==> src/rtl/sprite_pixel_fetch_if.sv <==
// Sprite pixel-fetch bus: scan position, sprite placement/animation controls,
// the synchronous sprite ROM port and the per-pixel outputs to the palette
// stage. Clock and reset stay plain ports on the modules.
//   master : scan/control source and sprite ROM (drives inputs, rom_data)
//   slave  : sprite_pixel_fetch (drives rom_addr, palette_index, sprite_on, frame)
interface sprite_pixel_fetch_if #(
    parameter int ADDR_W = 13,
    parameter int FRAMES = 4
);
    localparam int FRM_W = (FRAMES > 1) ? $clog2(FRAMES) : 1;

    logic              frame_start;
    logic [9:0]        DrawX;
    logic [9:0]        DrawY;
    logic [9:0]        spr_x;
    logic [9:0]        spr_y;
    logic              flip;
    logic              anim_en;
    logic [ADDR_W-1:0] rom_addr;
    logic [3:0]        rom_data;
    logic [3:0]        palette_index;
    logic              sprite_on;
    logic [FRM_W-1:0]  frame;

    modport master (
        output frame_start, DrawX, DrawY, spr_x, spr_y, flip, anim_en, rom_data,
        input  rom_addr, palette_index, sprite_on, frame
    );

    modport slave (
        input  frame_start, DrawX, DrawY, spr_x, spr_y, flip, anim_en, rom_data,
        output rom_addr, palette_index, sprite_on, frame
    );
endinterface

==> src/rtl/sprite_pixel_fetch.sv <==
// Sprite pixel fetch: maps the scan position to a sprite ROM address, reads the
// 4-bit palette index back and flags opaque in-sprite pixels, three cycles after
// DrawX/DrawY are presented. Sprite position, flip and animation frame change
// only on frame_start so a sprite never tears mid-frame.
// Ports:
//   Clk   - pixel clock
//   Reset - synchronous active-high reset, clears every register
//   bus   - sprite_pixel_fetch_if.slave (scan inputs, controls, ROM port, outputs)
module sprite_pixel_fetch #(
    parameter int SPR_W      = 32,
    parameter int SPR_H      = 48,
    parameter int FRAMES     = 4,
    parameter int FRAME_HOLD = 6,
    parameter int ADDR_W     = 13,
    parameter int TRANSP_IDX = 0
) (
    input logic                  Clk,
    input logic                  Reset,
    sprite_pixel_fetch_if.slave  bus
);
    localparam int FRM_W    = (FRAMES > 1) ? $clog2(FRAMES) : 1;
    localparam int HOLD_W   = (FRAME_HOLD > 1) ? $clog2(FRAME_HOLD) : 1;
    localparam int FRAME_SZ = SPR_W * SPR_H;

    // Frame-synchronous latched controls
    logic [9:0]        px_q, py_q;
    logic              pf_q;
    logic [HOLD_W-1:0] hold_q, hold_d;
    logic [FRM_W-1:0]  frame_q, frame_d;

    // Pipeline state
    logic [ADDR_W-1:0] addr_d, addr_q;
    logic              hit_d, hit_p1_q, hit_p2_q;
    logic [3:0]        pal_q;
    logic              on_q;

    // Stage 1 combinational: offsets into the sprite box
    logic signed [10:0] rx, ry;
    logic [ADDR_W-1:0]  rx_u, ry_u, col;

    always_comb begin
        hold_d  = hold_q;
        frame_d = frame_q;
        if (bus.frame_start) begin
            if (!bus.anim_en) begin
                hold_d  = '0;
                frame_d = '0;
            end else if (hold_q == HOLD_W'(FRAME_HOLD - 1)) begin
                hold_d  = '0;
                frame_d = (frame_q == FRM_W'(FRAMES - 1)) ? '0 : frame_q + 1'b1;
            end else begin
                hold_d = hold_q + 1'b1;
            end
        end
    end

    always_comb begin
        // Zero-extended 11-bit differences; bit 10 set means the pixel is left of / above the sprite.
        rx    = $signed({1'b0, bus.DrawX}) - $signed({1'b0, px_q});
        ry    = $signed({1'b0, bus.DrawY}) - $signed({1'b0, py_q});
        rx_u  = ADDR_W'(rx[9:0]);
        ry_u  = ADDR_W'(ry[9:0]);
        hit_d = !rx[10] && ({1'b0, rx[9:0]} < 11'(SPR_W)) &&
                !ry[10] && ({1'b0, ry[9:0]} < 11'(SPR_H));
        col   = pf_q ? (ADDR_W'(SPR_W - 1) - rx_u) : rx_u;
        addr_d = '0;
        if (hit_d) begin
            addr_d = ADDR_W'(frame_q) * ADDR_W'(FRAME_SZ) + ry_u * ADDR_W'(SPR_W) + col;
        end
    end

    always_ff @(posedge Clk) begin
        if (Reset) begin
            px_q     <= '0;
            py_q     <= '0;
            pf_q     <= 1'b0;
            hold_q   <= '0;
            frame_q  <= '0;
            addr_q   <= '0;
            hit_p1_q <= 1'b0;
            hit_p2_q <= 1'b0;
            pal_q    <= '0;
            on_q     <= 1'b0;
        end else begin
            // Latch: new placement applies to pixels sampled after the pulse cycle
            if (bus.frame_start) begin
                px_q <= bus.spr_x;
                py_q <= bus.spr_y;
                pf_q <= bus.flip;
            end
            hold_q  <= hold_d;
            frame_q <= frame_d;
            // Stage 1 -> ROM address register
            addr_q   <= addr_d;
            hit_p1_q <= hit_d;
            // Stage 2 -> hit flag follows the ROM access
            hit_p2_q <= hit_p1_q;
            // Stage 3 -> output register
            pal_q <= hit_p2_q ? bus.rom_data : 4'(TRANSP_IDX);
            on_q  <= hit_p2_q && (bus.rom_data != 4'(TRANSP_IDX));
        end
    end

    assign bus.rom_addr      = addr_q;
    assign bus.palette_index = pal_q;
    assign bus.sprite_on     = on_q;
    assign bus.frame         = frame_q;
endmodule

==> src/flat_wrapper.sv <==
// flat-port wrapper written by rule: the top's interface ports become plain ports
module sprite_pixel_fetch_flat 
#(
    parameter int SPR_W      = 32,
    parameter int SPR_H      = 48,
    parameter int FRAMES     = 4,
    parameter int FRAME_HOLD = 6,
    parameter int ADDR_W     = 13,
    parameter int TRANSP_IDX = 0
)
  (Clk, Reset, bus_frame_start, bus_DrawX, bus_DrawY, bus_spr_x, bus_spr_y, bus_flip, bus_anim_en, bus_rom_data, bus_rom_addr, bus_palette_index, bus_sprite_on, bus_frame);
  sprite_pixel_fetch_if #(.ADDR_W(ADDR_W), .FRAMES(FRAMES)) bus_i ();
  input logic Clk;
  input logic Reset;
  input wire logic [$bits(bus_i.frame_start)-1:0] bus_frame_start;
  input wire logic [$bits(bus_i.DrawX)-1:0] bus_DrawX;
  input wire logic [$bits(bus_i.DrawY)-1:0] bus_DrawY;
  input wire logic [$bits(bus_i.spr_x)-1:0] bus_spr_x;
  input wire logic [$bits(bus_i.spr_y)-1:0] bus_spr_y;
  input wire logic [$bits(bus_i.flip)-1:0] bus_flip;
  input wire logic [$bits(bus_i.anim_en)-1:0] bus_anim_en;
  input wire logic [$bits(bus_i.rom_data)-1:0] bus_rom_data;
  output wire logic [$bits(bus_i.rom_addr)-1:0] bus_rom_addr;
  output wire logic [$bits(bus_i.palette_index)-1:0] bus_palette_index;
  output wire logic [$bits(bus_i.sprite_on)-1:0] bus_sprite_on;
  output wire logic [$bits(bus_i.frame)-1:0] bus_frame;
  assign bus_i.frame_start = bus_frame_start;
  assign bus_i.DrawX = bus_DrawX;
  assign bus_i.DrawY = bus_DrawY;
  assign bus_i.spr_x = bus_spr_x;
  assign bus_i.spr_y = bus_spr_y;
  assign bus_i.flip = bus_flip;
  assign bus_i.anim_en = bus_anim_en;
  assign bus_i.rom_data = bus_rom_data;
  assign bus_rom_addr = bus_i.rom_addr;
  assign bus_palette_index = bus_i.palette_index;
  assign bus_sprite_on = bus_i.sprite_on;
  assign bus_frame = bus_i.frame;
  sprite_pixel_fetch #(.SPR_W(SPR_W), .SPR_H(SPR_H), .FRAMES(FRAMES), .FRAME_HOLD(FRAME_HOLD), .ADDR_W(ADDR_W), .TRANSP_IDX(TRANSP_IDX)) u_core (.Clk(Clk), .Reset(Reset), .bus(bus_i));
endmodule
==> config.mk <==
export PLATFORM = sky130hd
export DESIGN_NAME = sprite_pixel_fetch_flat
export DESIGN_NICKNAME = d
export VERILOG_FILES = /design/src/rtl/sprite_pixel_fetch_if.sv /design/src/rtl/sprite_pixel_fetch.sv /design/src/flat_wrapper.sv
export SDC_FILE = /design/constraint.sdc
export NUM_CORES = 1
export LEC_CHECK = 0
export BUFFER_PORTS_ARGS = -buffer_cell sky130_fd_sc_hd__buf_2
export CAP_MARGIN = 10
export CORE_ASPECT_RATIO = 0.5
export CORE_UTILIZATION = 35
export CTS_CLUSTER_DIAMETER = 40
export DETAILED_ROUTE_END_ITERATION = 8
export PLACE_DENSITY_LB_ADDON = 0.08
export SLEW_MARGIN = 10
export SYNTH_ARGS = -nofsm -noshare
export SYNTH_HDL_FRONTEND = slang
export SYNTH_SLANG_ARGS = --single-unit
==> constraint.sdc <==
create_clock -name Clk -period 4.61 [get_ports Clk]
set_input_delay 0.2305 -clock Clk [delete_from_list [all_inputs] [get_ports Clk]]
set_output_delay 0.2305 -clock Clk [all_outputs]
set_load 0.01 [all_outputs]
# Yosys cells after proc, flatten, opt, wreduce, memory -nomap -nowiden
# Index checks and enable logic that the tools add are counted.
[word_totals]
inputBits = 49
output_inout_bits = 20
register_bits = 46
elab_cells = 41
[op_classes]
n_eq_ne = 3
mul = 1
mux = 6
n_addsub = 7
bitwise = 2
n_lt_le_gt_ge = 2
n_reduce_logical = 10
[ops]
columns = ["cell", "n"]
rows = [
  ["adder 13 bit", 2],
  ["subtractor 10 x 10 -> 11 bit", 2],
  ["< comparator 10 x 6 -> 1 bit, second input constant", 2],
  ["2-to-1 mux 13 bit", 1],
  ["subtractor 5 x 10 -> 11 bit, first input constant", 1],
  ["2-to-1 mux 2 bit", 3],
  ["2-to-1 mux 3 bit", 2],
  ["logical AND 1 bit", 4],
  ["multiplier 2 x 2 -> 4 bit, second input constant", 1],
  ["nonzero test 4 bit", 1],
  ["OR reduction 2 bit", 2],
  ["adder 3 x 1 -> 3 bit, second input constant", 1],
  ["equality test 3 bit, second input constant", 1],
  ["adder 2 x 1 -> 2 bit, second input constant", 1],
  ["equality test 2 bit, second input constant", 1],
  ["zero test 1 bit", 2],
  ["inequality test 2 x 1 -> 1 bit, second input constant", 1],
  ["NOT 1 bit", 2],
  ["AND reduction 2 bit", 1],
]

# Depth between registers and ports, before layout
# Gate-level depths: netlist of the first run.
[depth]
word_depth = 7
depth_mapped = 21
mapped_depth_nobuf = 21

# Least setup slack after synthesis of the first run
# No wires, ideal clock.
[synth_path]
path_type = "flip-flop to flip-flop"
start = "reg u_core.px_q[3]"
end = "reg u_core.addr_q[12], in the netlist u_core.bus.rom_addr[12]"
setup_ns = 0.115
required_ns = 4.495
period_less_slack_ns = 4.070
path_slack_ns = 0.540
arrival_time_ns = 3.956
stages_incl_launch_ff = 20
cell_sequence = "dfxtp_1 -> inv_1 -> ha_1 -> o21ai_0 -> a2111oi_0 -> a311oi_4 -> ha_1 -> nand2_1 -> o21ai_0 -> ha_1 -> ha_1 -> fa_1 -> a21o_1 -> a21oi_1 -> o21bai_1 -> a21oi_1 -> xnor2_1 -> xnor2_1 -> xnor2_1 -> nor2_1"
[synth_between]
elab_chain_cells = 7
elab_cells_between_ends = 11
classes_between = "3 x add/sub; 1 x order compare; 1 x mux; 1 x bitwise; 5 x reduce/logical"
[synth_rtl]
columns = ["item", "line", "rtl"]
rows = [
  ["from (decl)", "sprite_pixel_fetch.sv:26", "logic [9:0] px_q, py_q;"],
  ["from (signal assigned)", "sprite_pixel_fetch.sv:87", "px_q <= bus.spr_x;"],
  ["subtractor 10 x 10 -> 11 bit (*)", "sprite_pixel_fetch.sv:59", "rx = $signed({1'b0, bus.DrawX}) - $signed({1'b0, px_q});"],
  ["branches (longest 6 deep; another with adder 13 bit)", "n/a", ""],
  ["to (signal assigned)", "sprite_pixel_fetch.sv:94", "addr_q <= addr_d;"],
  ["to (decl)", "sprite_pixel_fetch.sv:32", "logic [ADDR_W-1:0] addr_d, addr_q;"],
]
# Every way passes the cells marked *.
# A chain may end at the register's enable or synchronous reset.

# Worst setup path after layout of the first run
[layout_path]
start = "reg u_core.px_q[2]"
end = "reg u_core.addr_q[12], in the netlist u_core.bus.rom_addr[12]"
# Same word-level chain as after synthesis.

==> results of run 1 <==
report_power, final:
group | switching [mW] | internal [mW]
logic | 0.243 | 0.213
clock network | 0.158 | 0.246
registers | 0.00793 | 0.409
state kept, by name (all words and copies together) (netlist names):
register / count
u_core.bus.frame: 2
u_core.bus.palette_index: 4
u_core.bus.rom_addr: 13
u_core.bus.sprite_on: 1
u_core.hit_p1_q: 1
u_core.hit_p2_q: 1
u_core.hold_q: 3
u_core.pf_q: 1
u_core.px_q: 10
u_core.py_q: 10
Yosys cell counts (all sizes together) (5+ instances only):
cell type and n:
xnor2 21, a21oi 22, xor2 8, dfxtp 46
nor2 53, mux2i 24, inv 37, nor2b 5
ha 36, clkbuf 6, nand2 10, buf 7
nand3 7, o21ai 11, a21o 9
worst max-delay path by stage:
stage,start,slack [ns],cells past startpoint,to
4_1_cts,u_core.px_q[5],0.18,19,u_core.bus.rom_addr[12]
5_1_grt,u_core.px_q[4],-0.01,19,u_core.bus.rom_addr[12]
6_report,u_core.px_q[2],0.34,20,u_core.bus.rom_addr[12]
3_3_place_gp,u_core.px_q[5],0.39,19,u_core.bus.rom_addr[12]
2_1_floorplan,u_core.px_q[3],0.54,19,u_core.bus.rom_addr[12]
3_5_place_dp,bus_DrawX[0],0.22,22,u_core.bus.rom_addr[12]
worst max-delay path, stage by stage, from the launching register on:
cell and delay [ns]:
dfxtp_1 0.33, inv_1 0.05, ha_1 0.38, o21ai_1 0.23
a2111oi_2 0.08, buf_4 0.14, a311oi_4 0.35, ha_1 0.30
nand2_1 0.06, o21ai_0 0.10, ha_1 0.33, ha_1 0.23
fa_1 0.41, a21o_1 0.19, a21oi_2 0.17, o21bai_1 0.09
a21oi_2 0.17, xnor2_1 0.15, xnor2_1 0.17, xnor2_1 0.15
nor2_1 0.07
per-layer routing:
layer	share of wire (%)	global-route usage, %	vias to the layer above
li1	-	-	1319
met1	48	18.6	1176
met2	46	28.7	61
met3	5.0	4.24	11
met4	1.5	5.48	0
met5	0	0	-
timing repair:
| action | 4_1_cts | 5_1_grt |
|---|---|---|
| setup endpoints to repair | 0 | 1 |
| buffers inserted | 0 | 1 |
| gates resized for setup | 0 | 10 |
metrics by stage:
stage	TNS [ns]	util (%)	total power [mW]
CTS	0	44.6	1.28
floorplan	0	-	0.777
global placement	0	42.6	0.858
finish	0	45.1	1.28
global route	-0.0104	45.1	1.37
detailed placement	0	42.6	0.863
final cells by class:
class                   instances  area [um2]
fillers                       827        4560
flip-flops and latches         46         921
well taps                     112         140
clock buffers                   8         166
multi-input cells             257        2030
inverters                      37         139
repair buffers                 71         363
cell families (layout without fill, tap and decap cells):
family / Yosys count / after routing / synth area share [%]
xor gates and xnor gates: 29 / 29 / 8.36
buffers and inverters: 50 / 116 / 7.08
adders and majority gates: 40 / 40 / 17.0
and+or+nand+nor: 102 / 102 / 16.0
AOI/OAI and AO/OA: 62 / 62 / 14.5
DFF: 46 / 46 / 29.4
muxes: 24 / 24 / 7.68
==> impl_results.md, run 1 <==
* Final Setup Violations at 0
* Worst R2R Path Depth at 20
* Critical path data arrival time at 4.44 ns
* Core area at 8320 um2
* GPL Wtd Cong at 0.817
* Top FF cell, synth: dfxtp_1
* Synth-to-layout area growth at 20.0%
* Design Area, Final at 3750 um2
* Synthesized flop and latch total at 46
* VDD IR max at 0.155 mV
* Ports at 69
* Min Hold Slack at 0.153 ns
* Setup ws final at 0.335 ns
* Buffers on Ports at 68
* Post-synth EDFFs at 0
* Layout cells sized above 1 at 24.1%
* Die area at 9350 um2
* Fin crit share at 92.7%
* Pwr per Cell Area at 340 nW/um2
* TritonCTS clock tree: done
* Worst Hold End: u_core.bus.palette_index[0]
* Slew Viols, Final at 0
* Antenna diodes at 0
* Final hold vios at 0
* Num CTS Buffers at 5
* Yosys warnings at 0
* Clk buf depth at 2
* Startpoint Class: register
* Starting Density at 37.6%
* Skew-Pair Late Insertion Delay at 0.29 ns
* Max cap viols at 0
* Vias in the first global route at 2557
* Synth unique cells at 50
* Non-Filler Instances at 531
* Antenna Violating Nets Remaining at 0
* Final min period at 4.27 ns
* Clock Sink Count at 46
* Placed standard-cell area at 3540 um2
* Reg2reg setup slack at 0.34 ns
* Register area share after synthesis at 29.4%
* CTS H-Tree Depth at 2
* Pleak at 1.78 nW
* Synth top area share at 29.4%
* Crit path required time at 4.77 ns
* DR iter-0 viols at 142
* Hold path start: bus_rom_data[0]
* Cts hold-fix bufs at 0
* Gr ovfl total at 0
* Synth Instances at 353
* Routed wire per std cell at 13.0 um
* # nets final at 507
* Vert. Die Dim at 68.9 um
* # rows at 23
* DP HPWL at 5280 um
* Crit-path max FO at 6
* Slew headroom at 49.8%
* Final Routed Wirelength at 6910 um
* Status: finished clean
* Crit path kind: register to register
* Syn Std Cell Area at 3130 um2
* Avg Synthesized Cell Area at 8.86 um2
* CTS clk-pin slew, worst paths at 0.06 ns
* Worst-Margin Slew at 0.753 ns
* CP Capture Type: register
* Syn Nets at 442
* Worst min-delay path category: input port to register
* Placed cell count at 522
* Synth area leader: dfxtp_1
* Vias at 2567
* Most frequent cells in the layout: buf_2, nor2_1, dfxtp_1
* Via/cell ratio at 4.83
* DP Worst Slack at 0.224 ns
* Drt drc at 0
* Commonest non-fill, non-tap cell in the layout: buf_2
* R2R Path Start: u_core.px_q[2]
* Pre-Repair DR Iteration Count at 4
* Reg2Reg Capture Point: u_core.bus.rom_addr[12]
* Achievable Freq at 234 MHz
* Die X at 136 um
* Ys async rst share at 0%
* GRT Util Overall at 15.9%
* Synth area leaders: dfxtp_1, ha_1, mux2i_1
* Worst Hold Path Cells at 2
* CTS root buf: clkbuf_16
* Clock Skew at 0.00657 ns
* Initial antenna violation count at 0
* First-pass GRT wire length at 11300 um
* Largest net degree at the start of global routing at 30
(Power assumes the default switching activity.)
==> run 2: changes to the inputs <==
--- a/config.mk
+++ b/config.mk
@@ -8,7 +8,7 @@
 export BUFFER_PORTS_ARGS = -buffer_cell sky130_fd_sc_hd__buf_2
 export CAP_MARGIN = 10
 export CORE_ASPECT_RATIO = 0.5
-export CORE_UTILIZATION = 35
+export CORE_UTILIZATION = 55
 export CTS_CLUSTER_DIAMETER = 40
 export DETAILED_ROUTE_END_ITERATION = 8
 export PLACE_DENSITY_LB_ADDON = 0.08
==> impl_results.md, run 2 (same netlist as run 1, synthesis figures left out) <==
* Crit-path max FO at 6
* Max FFs per register at 13
* Crit path buf inv count at 2
* Crit path required time at 4.78 ns
* Routed wire per std cell at 13.2 um
* Startpoint Class: register
* Final Setup Violations at 0
* DP Worst Slack at 0.270 ns
* Placed cell count at 480
* Die X at 109 um
* # nets final at 506
* Setup_tns at 0 ns
* Switching portion of total power at 30.0%
* Buffers on Ports at 68
* Commonest non-fill, non-tap cell in the layout: buf_2
* Max cap viols at 0
* Setup ws final at 0.334 ns
* Slew Viols, Final at 0
* CP startpoint: u_core.px_q[3]
* Achievable Freq at 234 MHz
* Combinational Power Share at 32.8%
* Via/cell ratio at 5.30
* CTS H-Tree Depth at 2
* VDD IR max at 0.197 mV
* Clock power share at 36.1%
* Final hold vios at 0
* Cell Int Power at 939 uW
* Core area at 5200 um2
* Initial antenna violation count at 0
* Skew-Pair Late Insertion Delay at 0.29 ns
* Pleak at 1.78 nW
* Synth-to-layout area growth at 18.0%
* RSZ-0062 raised after global routing: no
* Vias in the first global route at 2534
* Drt drc at 0
* Clock Sink Count at 46
* Slew headroom at 50.8%
* Design Area, Final at 3690 um2
* FILL cells at 433
* Status: finished clean
* Starting Density at 60.1%
* Placed standard-cell area at 3490 um2
* Vert. Die Dim at 55.3 um
* GPL Wtd Cong at 0.820
* Most frequent cells in the layout: buf_2, nor2_1, dfxtp_1
* Pre-Repair DR Iteration Count at 4
* # rows at 18
* Net Sw Power at 401 uW
* Antenna Violating Nets Remaining at 0
* TritonCTS clock tree: done
* GRT Util Overall at 23.8%
* Layout cells sized above 1 at 22.5%
* Fin crit share at 92.8%
* Post-CTS Setup Inserts at 0
* Antenna diodes at 0
* Ports at 69
* Clk buf depth at 2
* Post-cts sizing count at 0
* Largest net degree at the start of global routing at 30
* R2R Path Start: u_core.px_q[3]
* Reg power frac at 31.1%
* Clock Skew at 0.00297 ns
* Delay of the slowest cell on the worst path at 0.44 ns
* Non-Filler Instances at 488
* First-pass GRT wire length at 11100 um
* DR iter-0 viols at 99
* Slowest CP cell: a2111oi_0
* Final Routed Wirelength at 6440 um
* Pwr per Cell Area at 363 nW/um2
* Gr ovfl total at 0
* Worst-Margin Slew at 0.738 ns
* DP HPWL at 5000 um
* Cts hold-fix bufs at 0
* Num CTS Buffers at 5
* CP Cell Sequence: inv_1 > ha_1 > o21ai_0 > a2111oi_0 > buf_4 > a311oi_4 > ha_1 > nand2_1 > o21ai_0 > ha_1 > ha_1 > fa_1 > a21o_1 > a21oi_1 > o21bai_1 > a21oi_1 > xnor2_1 > xnor2_1 > xnor2_1 > nor2_1
* Critical Path Most Common Cell: ha_1
* CTS root buf: clkbuf_16
* CP Capture Type: register
* Hold path start: bus_rom_data[0]
* Design Power at 1.34 mW
* Seq. cell area at 921 um2
* Crit path kind: register to register
* Min Hold Slack at 0.156 ns
* CTS clk-pin slew, worst paths at 0.06 ns
* Critical path data arrival time at 4.45 ns
* Die area at 6010 um2
* Final min period at 4.28 ns
* Critical path's top delay family: adder cells
* Area taken by multi-input logic gates at 1990 um2
* Worst min-delay path category: input port to register
* Final core occ at 70.9%
* Vias at 2588
[run 2: power groups by stage]
stage / Combinational [mW] / Sequential, mW / Clock [mW]
after global placement: 0.423 / 0.426 / 0
after floorplan: 0.354 / 0.423 / 0
final: 0.440 / 0.417 / 0.483
after global routing: 0.494 / 0.418 / 0.516
after detailed placement: 0.436 / 0.426 / 0
after CTS: 0.441 / 0.417 / 0.490
[run 2: path summary, 6_finish.rpt]
check	cells past startpoint	slack, ns	endpoint
hold / removal	2	0.16	u_core.bus.palette_index[0]
setup / recovery	20	0.33	u_core.bus.rom_addr[12]
setup reg to reg	20	0.33	u_core.bus.rom_addr[12]
hold reg to reg	1	0.45	u_core.hit_p2_q
[run 2: cell type report]
cell class / count / share of cell area (%)
Inverter: 37 / 3.76
Clock buffer: 6 / 3.76
Sequential cell: 46 / 24.9
Multi-Input combinational cell: 257 / 53.9
Clock inverter: 2 / 1.63
Timing Repair Buffer: 70 / 9.63
Tap cell: 70 / 2.37
[run 2: worst register-to-register path: cells and delay by family, from the launching register on]
family,cells,cell delay (ns)
compound gates,8,1.41
xor+xnor,3,0.46
fa+ha+maj,5,1.63
buf+inv,2,0.24
flops,1,0.33
simple gates,2,0.11
[run 2: per-layer routing]
layer | vias up | wire, um | GRT usage, %
met2 | 60 | 2860 | 38.4
met1 | 1198 | 3180 | 30.6
met4 | 0 | 92 | 7.53
li1 | 1319 | - | -
met3 | 11 | 299 | 6.73
met5 | - | 0 | 0
